## config.mk

```make
export PLATFORM = sky130hd
export DESIGN_NAME = dmem_dump_reader_flat
export DESIGN_NICKNAME = d
export VERILOG_FILES = /design/src/rtl/dmem_dump_if.sv /design/src/rtl/dmem_dump_reader.sv /design/src/flat_wrapper.sv
export SDC_FILE = /design/constraint.sdc
export NUM_CORES = 1
export LEC_CHECK = 0
export ABC_AREA = 1
export BUFFER_PORTS_ARGS = -buffer_cell sky130_fd_sc_hd__buf_2
export CELL_PAD_IN_SITES_DETAIL_PLACEMENT = 2
export CELL_PAD_IN_SITES_GLOBAL_PLACEMENT = 2
export CORE_ASPECT_RATIO = 0.8
export CORE_MARGIN = 5
export CORE_UTILIZATION = 25
export DETAILED_ROUTE_END_ITERATION = 12
export GPL_TIMING_DRIVEN = 1
export PLACE_DENSITY_LB_ADDON = 0.3
export SYNTH_ARGS = -nofsm -noshare
export SYNTH_HDL_FRONTEND = slang
export SYNTH_SLANG_ARGS = --single-unit
export TNS_END_PERCENT = 10
```

## constraint.sdc

```tcl
create_clock -name clk -period 1.7 [get_ports clk]
set_input_delay 0.34 -clock clk [delete_from_list [all_inputs] [get_ports clk]]
set_output_delay 0.34 -clock clk [all_outputs]
set_load 0.02 [all_outputs]
```

## src/rtl/dmem_dump_if.sv

```systemverilog
// ============================================================================
// dmem_dump_if : start/bus/stream bundle between the dump reader, data memory
//                second read port and the host-side consumer.
// Revision     : 1.0
// ============================================================================
`default_nettype none

interface dmem_dump_if #(
  parameter int ADDR_W = 10,
  parameter int DATA_W = 32
);
  logic              start;
  logic [ADDR_W-1:0] base_addr;
  logic [ADDR_W:0]   word_count;
  logic [ADDR_W-1:0] mem_addr;
  logic [DATA_W-1:0] mem_rdata;
  logic [DATA_W-1:0] out_data;
  logic              out_valid;
  logic              out_ready;
  logic              busy;
  logic              cpu_hold;
  logic              done;

  modport master (
    input  start, base_addr, word_count, mem_rdata, out_ready,
    output mem_addr, out_data, out_valid, busy, cpu_hold, done
  );

  modport slave (
    output start, base_addr, word_count, mem_rdata, out_ready,
    input  mem_addr, out_data, out_valid, busy, cpu_hold, done
  );
endinterface

`default_nettype wire

```

## src/rtl/dmem_dump_reader.sv

```systemverilog
// ============================================================================
// dmem_dump_reader : streams a contiguous range of data-memory words out over
//                    valid/ready while holding the CPU frozen.
// Revision         : 1.0
// ============================================================================
`default_nettype none

module dmem_dump_reader #(
  parameter int ADDR_W = 10,
  parameter int DATA_W = 32
) (
  input  logic       clk,
  input  logic       rst,
  dmem_dump_if.master dump_if
);

  typedef enum logic [1:0] {
    S_IDLE  = 2'd0,
    S_FETCH = 2'd1,
    S_SEND  = 2'd2,
    S_FIN   = 2'd3
  } state_t;

  localparam logic [ADDR_W:0] C_ONE = {{ADDR_W{1'b0}}, 1'b1};

  state_t            state_q;
  logic [ADDR_W-1:0] addr_q;
  logic [ADDR_W:0]   remaining_q;
  logic [DATA_W-1:0] out_data_q;
  logic              out_valid_q;
  logic              busy_q;
  logic              done_q;
  logic [ADDR_W-1:0] addr_d;

  // Address increment wraps naturally at 2**ADDR_W.
  assign addr_d = addr_q + 1'b1;

  always_ff @(posedge clk) begin
    if (rst) begin
      state_q     <= S_IDLE;
      addr_q      <= '0;
      remaining_q <= '0;
      out_data_q  <= '0;
      out_valid_q <= 1'b0;
      busy_q      <= 1'b0;
      done_q      <= 1'b0;
    end else begin
      done_q <= 1'b0;
      unique case (state_q)
        S_IDLE: begin
          if (dump_if.start) begin
            busy_q <= 1'b1;
            if (dump_if.word_count != '0) begin
              addr_q      <= dump_if.base_addr;
              remaining_q <= dump_if.word_count;
              state_q     <= S_FETCH;
            end else begin
              done_q  <= 1'b1;
              state_q <= S_FIN;
            end
          end
        end
        S_FETCH: begin
          out_data_q  <= dump_if.mem_rdata;
          out_valid_q <= 1'b1;
          state_q     <= S_SEND;
        end
        S_SEND: begin
          if (dump_if.out_ready) begin
            out_valid_q <= 1'b0;
            if (remaining_q == C_ONE) begin
              done_q  <= 1'b1;
              state_q <= S_FIN;
            end else begin
              addr_q      <= addr_d;
              remaining_q <= remaining_q - C_ONE;
              state_q     <= S_FETCH;
            end
          end
        end
        S_FIN: begin
          busy_q  <= 1'b0;
          state_q <= S_IDLE;
        end
        default: state_q <= S_IDLE;
      endcase
    end
  end

  // addr_q only moves on start or handshake, so mem_addr holds outside FETCH.
  assign dump_if.mem_addr  = addr_q;
  assign dump_if.out_data  = out_data_q;
  assign dump_if.out_valid = out_valid_q;
  assign dump_if.busy      = busy_q;
  assign dump_if.cpu_hold  = busy_q;
  assign dump_if.done      = done_q;

endmodule

`default_nettype wire

```

## src/flat_wrapper.sv

```systemverilog
// flat-port wrapper written by rule: the top's interface ports become plain ports
module dmem_dump_reader_flat 
#(
  parameter int ADDR_W = 10,
  parameter int DATA_W = 32
)
  (clk, rst, dump_if_start, dump_if_base_addr, dump_if_word_count, dump_if_mem_rdata, dump_if_out_ready, dump_if_mem_addr, dump_if_out_data, dump_if_out_valid, dump_if_busy, dump_if_cpu_hold, dump_if_done);
  dmem_dump_if #(.ADDR_W(ADDR_W), .DATA_W(DATA_W)) dump_if_i ();
  input  logic clk;
  input  logic rst;
  input wire logic [$bits(dump_if_i.start)-1:0] dump_if_start;
  input wire logic [$bits(dump_if_i.base_addr)-1:0] dump_if_base_addr;
  input wire logic [$bits(dump_if_i.word_count)-1:0] dump_if_word_count;
  input wire logic [$bits(dump_if_i.mem_rdata)-1:0] dump_if_mem_rdata;
  input wire logic [$bits(dump_if_i.out_ready)-1:0] dump_if_out_ready;
  output wire logic [$bits(dump_if_i.mem_addr)-1:0] dump_if_mem_addr;
  output wire logic [$bits(dump_if_i.out_data)-1:0] dump_if_out_data;
  output wire logic [$bits(dump_if_i.out_valid)-1:0] dump_if_out_valid;
  output wire logic [$bits(dump_if_i.busy)-1:0] dump_if_busy;
  output wire logic [$bits(dump_if_i.cpu_hold)-1:0] dump_if_cpu_hold;
  output wire logic [$bits(dump_if_i.done)-1:0] dump_if_done;
  assign dump_if_i.start = dump_if_start;
  assign dump_if_i.base_addr = dump_if_base_addr;
  assign dump_if_i.word_count = dump_if_word_count;
  assign dump_if_i.mem_rdata = dump_if_mem_rdata;
  assign dump_if_i.out_ready = dump_if_out_ready;
  assign dump_if_mem_addr = dump_if_i.mem_addr;
  assign dump_if_out_data = dump_if_i.out_data;
  assign dump_if_out_valid = dump_if_i.out_valid;
  assign dump_if_busy = dump_if_i.busy;
  assign dump_if_cpu_hold = dump_if_i.cpu_hold;
  assign dump_if_done = dump_if_i.done;
  dmem_dump_reader #(.ADDR_W(ADDR_W), .DATA_W(DATA_W)) u_core (.clk(clk), .rst(rst), .dump_if(dump_if_i));
endmodule
```

# After elaboration in Yosys (flattened, before gate mapping)
# Cells that the tools add are included.
# Widths: inputs -> output; s select.
[classes]
n_reduce_logical = 9
n_eq_ne = 8
mux = 24
add_sub_neg = 2
[op_table]
columns = ["op", "count"]
rows = [
  ["$mux 11", 4],
  ["$mux 10", 4],
  ["$pmux 11 s2", 1],
  ["$pmux 10 s2", 1],
  ["$eq 11x1->1 const B", 1],
  ["$reduce_bool 11->1", 1],
  ["$sub 11x1->11 const B", 1],
  ["$add 10x1->10 const B", 1],
  ["$mux 2", 4],
  ["$pmux 2 s4", 1],
  ["$mux 1", 6],
  ["$ne 2x2->1 const B", 3],
  ["$pmux 1 s2", 3],
  ["$reduce_and 2->1", 3],
  ["$reduce_bool 2->1", 3],
  ["$reduce_and 5->1", 1],
  ["$eq 2x2->1 const B", 2],
  ["$eq 2x1->1 const B", 1],
  ["$logic_not 2->1", 1],
  ["$ne 2x1->1 const B", 1],
]
[totals]
reg_bits = 58
output_inout_bits = 46
word_cells = 50

# Longest topological paths before layout
[logic_depth]
word_depth = 4
mapped_depth = 11

# Worst setup path before layout
# Ideal clock, no wire load.
[synth_path]
kind = "register to register"
from = "register u_core.addr_q[0], in the netlist u_core.dump_if.mem_addr[0]"
to = "register u_core.addr_q[8], in the netlist u_core.dump_if.mem_addr[8]"
required_ps = 1634
setup_time_ps = 66
synth_period_minus_slack_ps = 1400
slack_ps = 300
t_arrival_ps = 1334
stages_incl_launch_ff = 8
cell_sequence = "dfxtp_1 > ha_1 > nand2_1 > nor2_1 > inv_1 > o31ai_1 > nand2_1 > a21oi_2"
[synth_via]
elab_chain_cells = 4
[synth_rtl]
columns = ["element", "line", "rtl"]
rows = [
  ["start: declaration", "dmem_dump_reader.sv:27", "logic [ADDR_W-1:0] addr_q;"],
  ["start signal: assignment", "dmem_dump_reader.sv:54", "addr_q <= dump_if.base_addr;"],
  ["start signal: assignment", "dmem_dump_reader.sv:75", "addr_q <= addr_d;"],
  ["$add 10x1->10", "dmem_dump_reader.sv:36", "assign addr_d = addr_q + 1'b1;"],
  ["$mux 10", "dmem_dump_reader.sv:71", "if (remaining_q == C_ONE) begin"],
  ["$mux 10", "dmem_dump_reader.sv:69", "if (dump_if.out_ready) begin"],
  ["$pmux 10 s2", "dmem_dump_reader.sv:49", "unique case (state_q)"],
]
# No other way between the ends. The select of a mux whose other input is x is not followed.
# A chain may end at the register's enable or synchronous reset.

# Worst setup path after layout
[layout_path]
from = "register u_core.remaining_q[2]"
to = "register u_core.remaining_q[1]"
[layout_via]
elab_chain_cells = 3
[layout_rtl]
columns = ["element", "line", "rtl"]
rows = [
  ["start: declaration", "dmem_dump_reader.sv:28", "logic [ADDR_W:0] remaining_q;"],
  ["start signal: assignment", "dmem_dump_reader.sv:55", "remaining_q <= dump_if.word_count;"],
  ["start signal: assignment", "dmem_dump_reader.sv:76", "remaining_q <= remaining_q - C_ONE;"],
  ["$eq 11x1->1", "dmem_dump_reader.sv:71", ""],
  ["$ne 2x2->1 (no line)", "-", ""],
  ["$reduce_and 5->1 (no line)", "-", ""],
]
# No other way between the ends.

==> flow_summary.yaml <==
clock_network:
  clock_path_buffers: 2
  cts.sinks: 58
  cts_buffers: 9
  clk_pin_slew_ns: 0.05
  post_cts_buffers: 0
  clockRootBuffer: "clkbuf_16"
  ctsResizeCount: 0
  clk_latency_ns: 0.32
  cts_htree_levels: 3
  cts_tree: "built"
  ctsHoldBuffers: 0
final_layout:
  drive_above_1_share_pct: 28.6
  fin_nets: 576
  stdcell_area_mm2: 0.00379
  area_delta_synth_final_pct: 35.6
  n_antenna_cell: 0
  utilization_pct: 34.7
critical_path:
  r2r_slack_ns: 0.15
  crit_arrival_ns: 1.80
  reg2reg_depth: 8
  endpoint: "u_core.remaining_q[1]"
  path_class: "reg -> reg"
  required_ns: 1.95
  end_kind: "flip-flop"
  setup.worst_path.start: "u_core.remaining_q[2]"
  start_kind: "flip-flop"
  worstPathMaxFanout: 13
  r2r_start: "u_core.remaining_q[2]"
  r2r_end: "u_core.remaining_q[1]"
power:
  ir_drop_uv: 401
  power.total_mw: 4.46
  power_density_mw_per_mm2: 1170
  p_leak_nw: 1.88
placed_design:
  dp_hpwl_um: 7630
  place_area_mm2: 0.00347
  io_buffers: 102
  gp_congestion: 0.754
floorplan:
  rows: 34
  die_h_um: 105
  die_w_um: 128
  start_util_pct: 25.6
  design.die.area_mm2: 0.0134
  core_area_mm2: 0.0109
  ios: 103
synth:
  synth_area_leader_cell: "dfxtp_1"
  syn_avg_cell_area_um2: 6.79
  ys_types: 31
  ys_async_sr_fraction_pct: 0
  syn-cell-area_mm2: 0.00280
  yosysWarnings: 0
  netlist_instances: 412
  yosysMostFrequentCell: "nor2_1"
  synth_commonest_cells: "nor2_1, nand2_1, dfxtp_1, o21ai_0, inv_1"
  synth-main-ff-cell: "dfxtp_1"
  seq_area_frac_synth_pct: 41.5
  synth_top_cell_area_share_pct: 41.5
  synth_edf_count: 0
  ys_top_cells_by_area: "dfxtp_1, nor2_1, nand2_1, o21ai_0, a21oi_1"
  ys_seq_elements: 58
  syn-num-nets: 472
worst_hold_path:
  hp-class: "in -> reg"
sta:
  fin_skew_ns: 0.00474
  fmax_mhz: 645
  setup_tns_ns: 0
  holdWs_ns: 0.235
  final_hold_viol_count: 0
  maxSlewViolCount: 0
  final.min_clock_period_ns: 1.55
  max_slew_margin_pct: 57.0
  period_share_pct: 91.2
  setup_viol: 0
  rsz0062_at_grt: "no"
  tightestPinTransition_ns: 0.643
routing:
  drtPass1Iterations: 4
  drt_iter0_markers: 94
  drt-total-wl_um: 10400
  drc: 0
  vias_per_cell: 4.62
  post_drt_wl_per_cell_um: 15.6
  ant_nets: 0
  vias: 3072
job:
  maxCapViolations: 0
run_status:
  outcome: "finished clean"
global_route:
  grt_util_all_layers_pct: 15.9
  antenna_found_initial: 0
  grt_pass1_vias: 3474
  grt_first_pass_wirelength_um: 17300
  grt_overflow: 0
  grt_max_degree: 44
routing by layer:
layer | GRT usage (%) | vias to the layer above | part of all wire, %
li1 | - | 1527 | -
met1 | 19.1 | 1487 | 44
met2 | 28.4 | 51 | 51
met3 | 4.03 | 7 | 4.0
met4 | 3.71 | 0 | 0.79
met5 | 0 | - | 0
cell usage in the layout (no fill, tap or decap), drive strengths merged, types with 2 or more instances in the layout:
| cell type | count |
|---|---|
| nand4 | 3 |
| nand2 | 90 |
| a21oi | 23 |
| o21bai | 2 |
| dfxtp | 58 |
| nor3 | 2 |
| inv | 26 |
| nor2 | 101 |
| ha | 3 |
| or2 | 2 |
| xnor2 | 2 |
| o31ai | 2 |
| clkbuf | 11 |
| nand3 | 17 |
| bufinv | 2 |
| a31oi | 3 |
| o21ai | 53 |
| buf | 114 |
| clkinv | 2 |
worst max-delay path: stages (launching register included):
cell and delay [ns]:
dfxtp_1 0.35, nor2_2 0.20, nand2_1 0.09, nor2_2 0.15
nand3_2 0.13, nand3_4 0.12, buf_4 0.21, o21ai_0 0.10
a21oi_1 0.13
worst min path at each step:
stage                                from                          end  slack, ns  depth (start not counted)
3_3_place_gp   u_core.dump_if.mem_addr[8]   u_core.dump_if.mem_addr[8]       0.46                          2
6_report             dump_if_mem_rdata[2]   u_core.dump_if.out_data[2]       0.23                          3
2_1_floorplan      u_core.remaining_q[10]       u_core.remaining_q[10]       0.47                          2
3_5_place_dp     u_core.dump_if.out_valid     u_core.dump_if.out_valid       0.46                          2
5_1_grt             dump_if_mem_rdata[10]  u_core.dump_if.out_data[10]       0.24                          3
4_1_cts              dump_if_mem_rdata[2]   u_core.dump_if.out_data[2]       0.23                          3
registers in the layout, indices dropped and copies added, names as in the netlist:
signal                    cells
u_core.dump_if.out_data      32
u_core.dump_if.busy           1
u_core.state_q                2
u_core.dump_if.done           1
u_core.dump_if.mem_addr      10
u_core.dump_if.out_valid      1
u_core.remaining_q           11
power breakdown:
group | switching [mW] | internal [mW]
logic | 0.587 | 0.324
clock network | 0.637 | 1.32
registers | 0.105 | 1.49
total | 1.33 | 3.13
logic make-up after synthesis:
group / Yosys count / synth area share, %
simple gates: 217 / 32.4
compound gates: 84 / 16.0
flops: 58 / 41.5
buf+inv: 47 / 7.87
xor+xnor: 3 / 0.939
fa+ha+maj: 3 / 1.34
through the flow:
stage | cells | setup WS, ns
after floorplan | 412 | 0.300
after global placement | 649 | 0.0950
after detailed placement | 649 | 0.0207
after CTS | 665 | 0.0240
after global routing | 665 | 0.0341
final | 665 | 0.150
cell type report:
cell class	count	area [um2]
clock inverters	5	77.6
repair buffers	114	613
well taps	144	180
inverters	26	100
flip-flops and latches	58	1160
multi-input cells	307	1420
fillers	1334	7140
clock buffers	11	243
No activity file was read; power rests on OpenSTA's default activity.
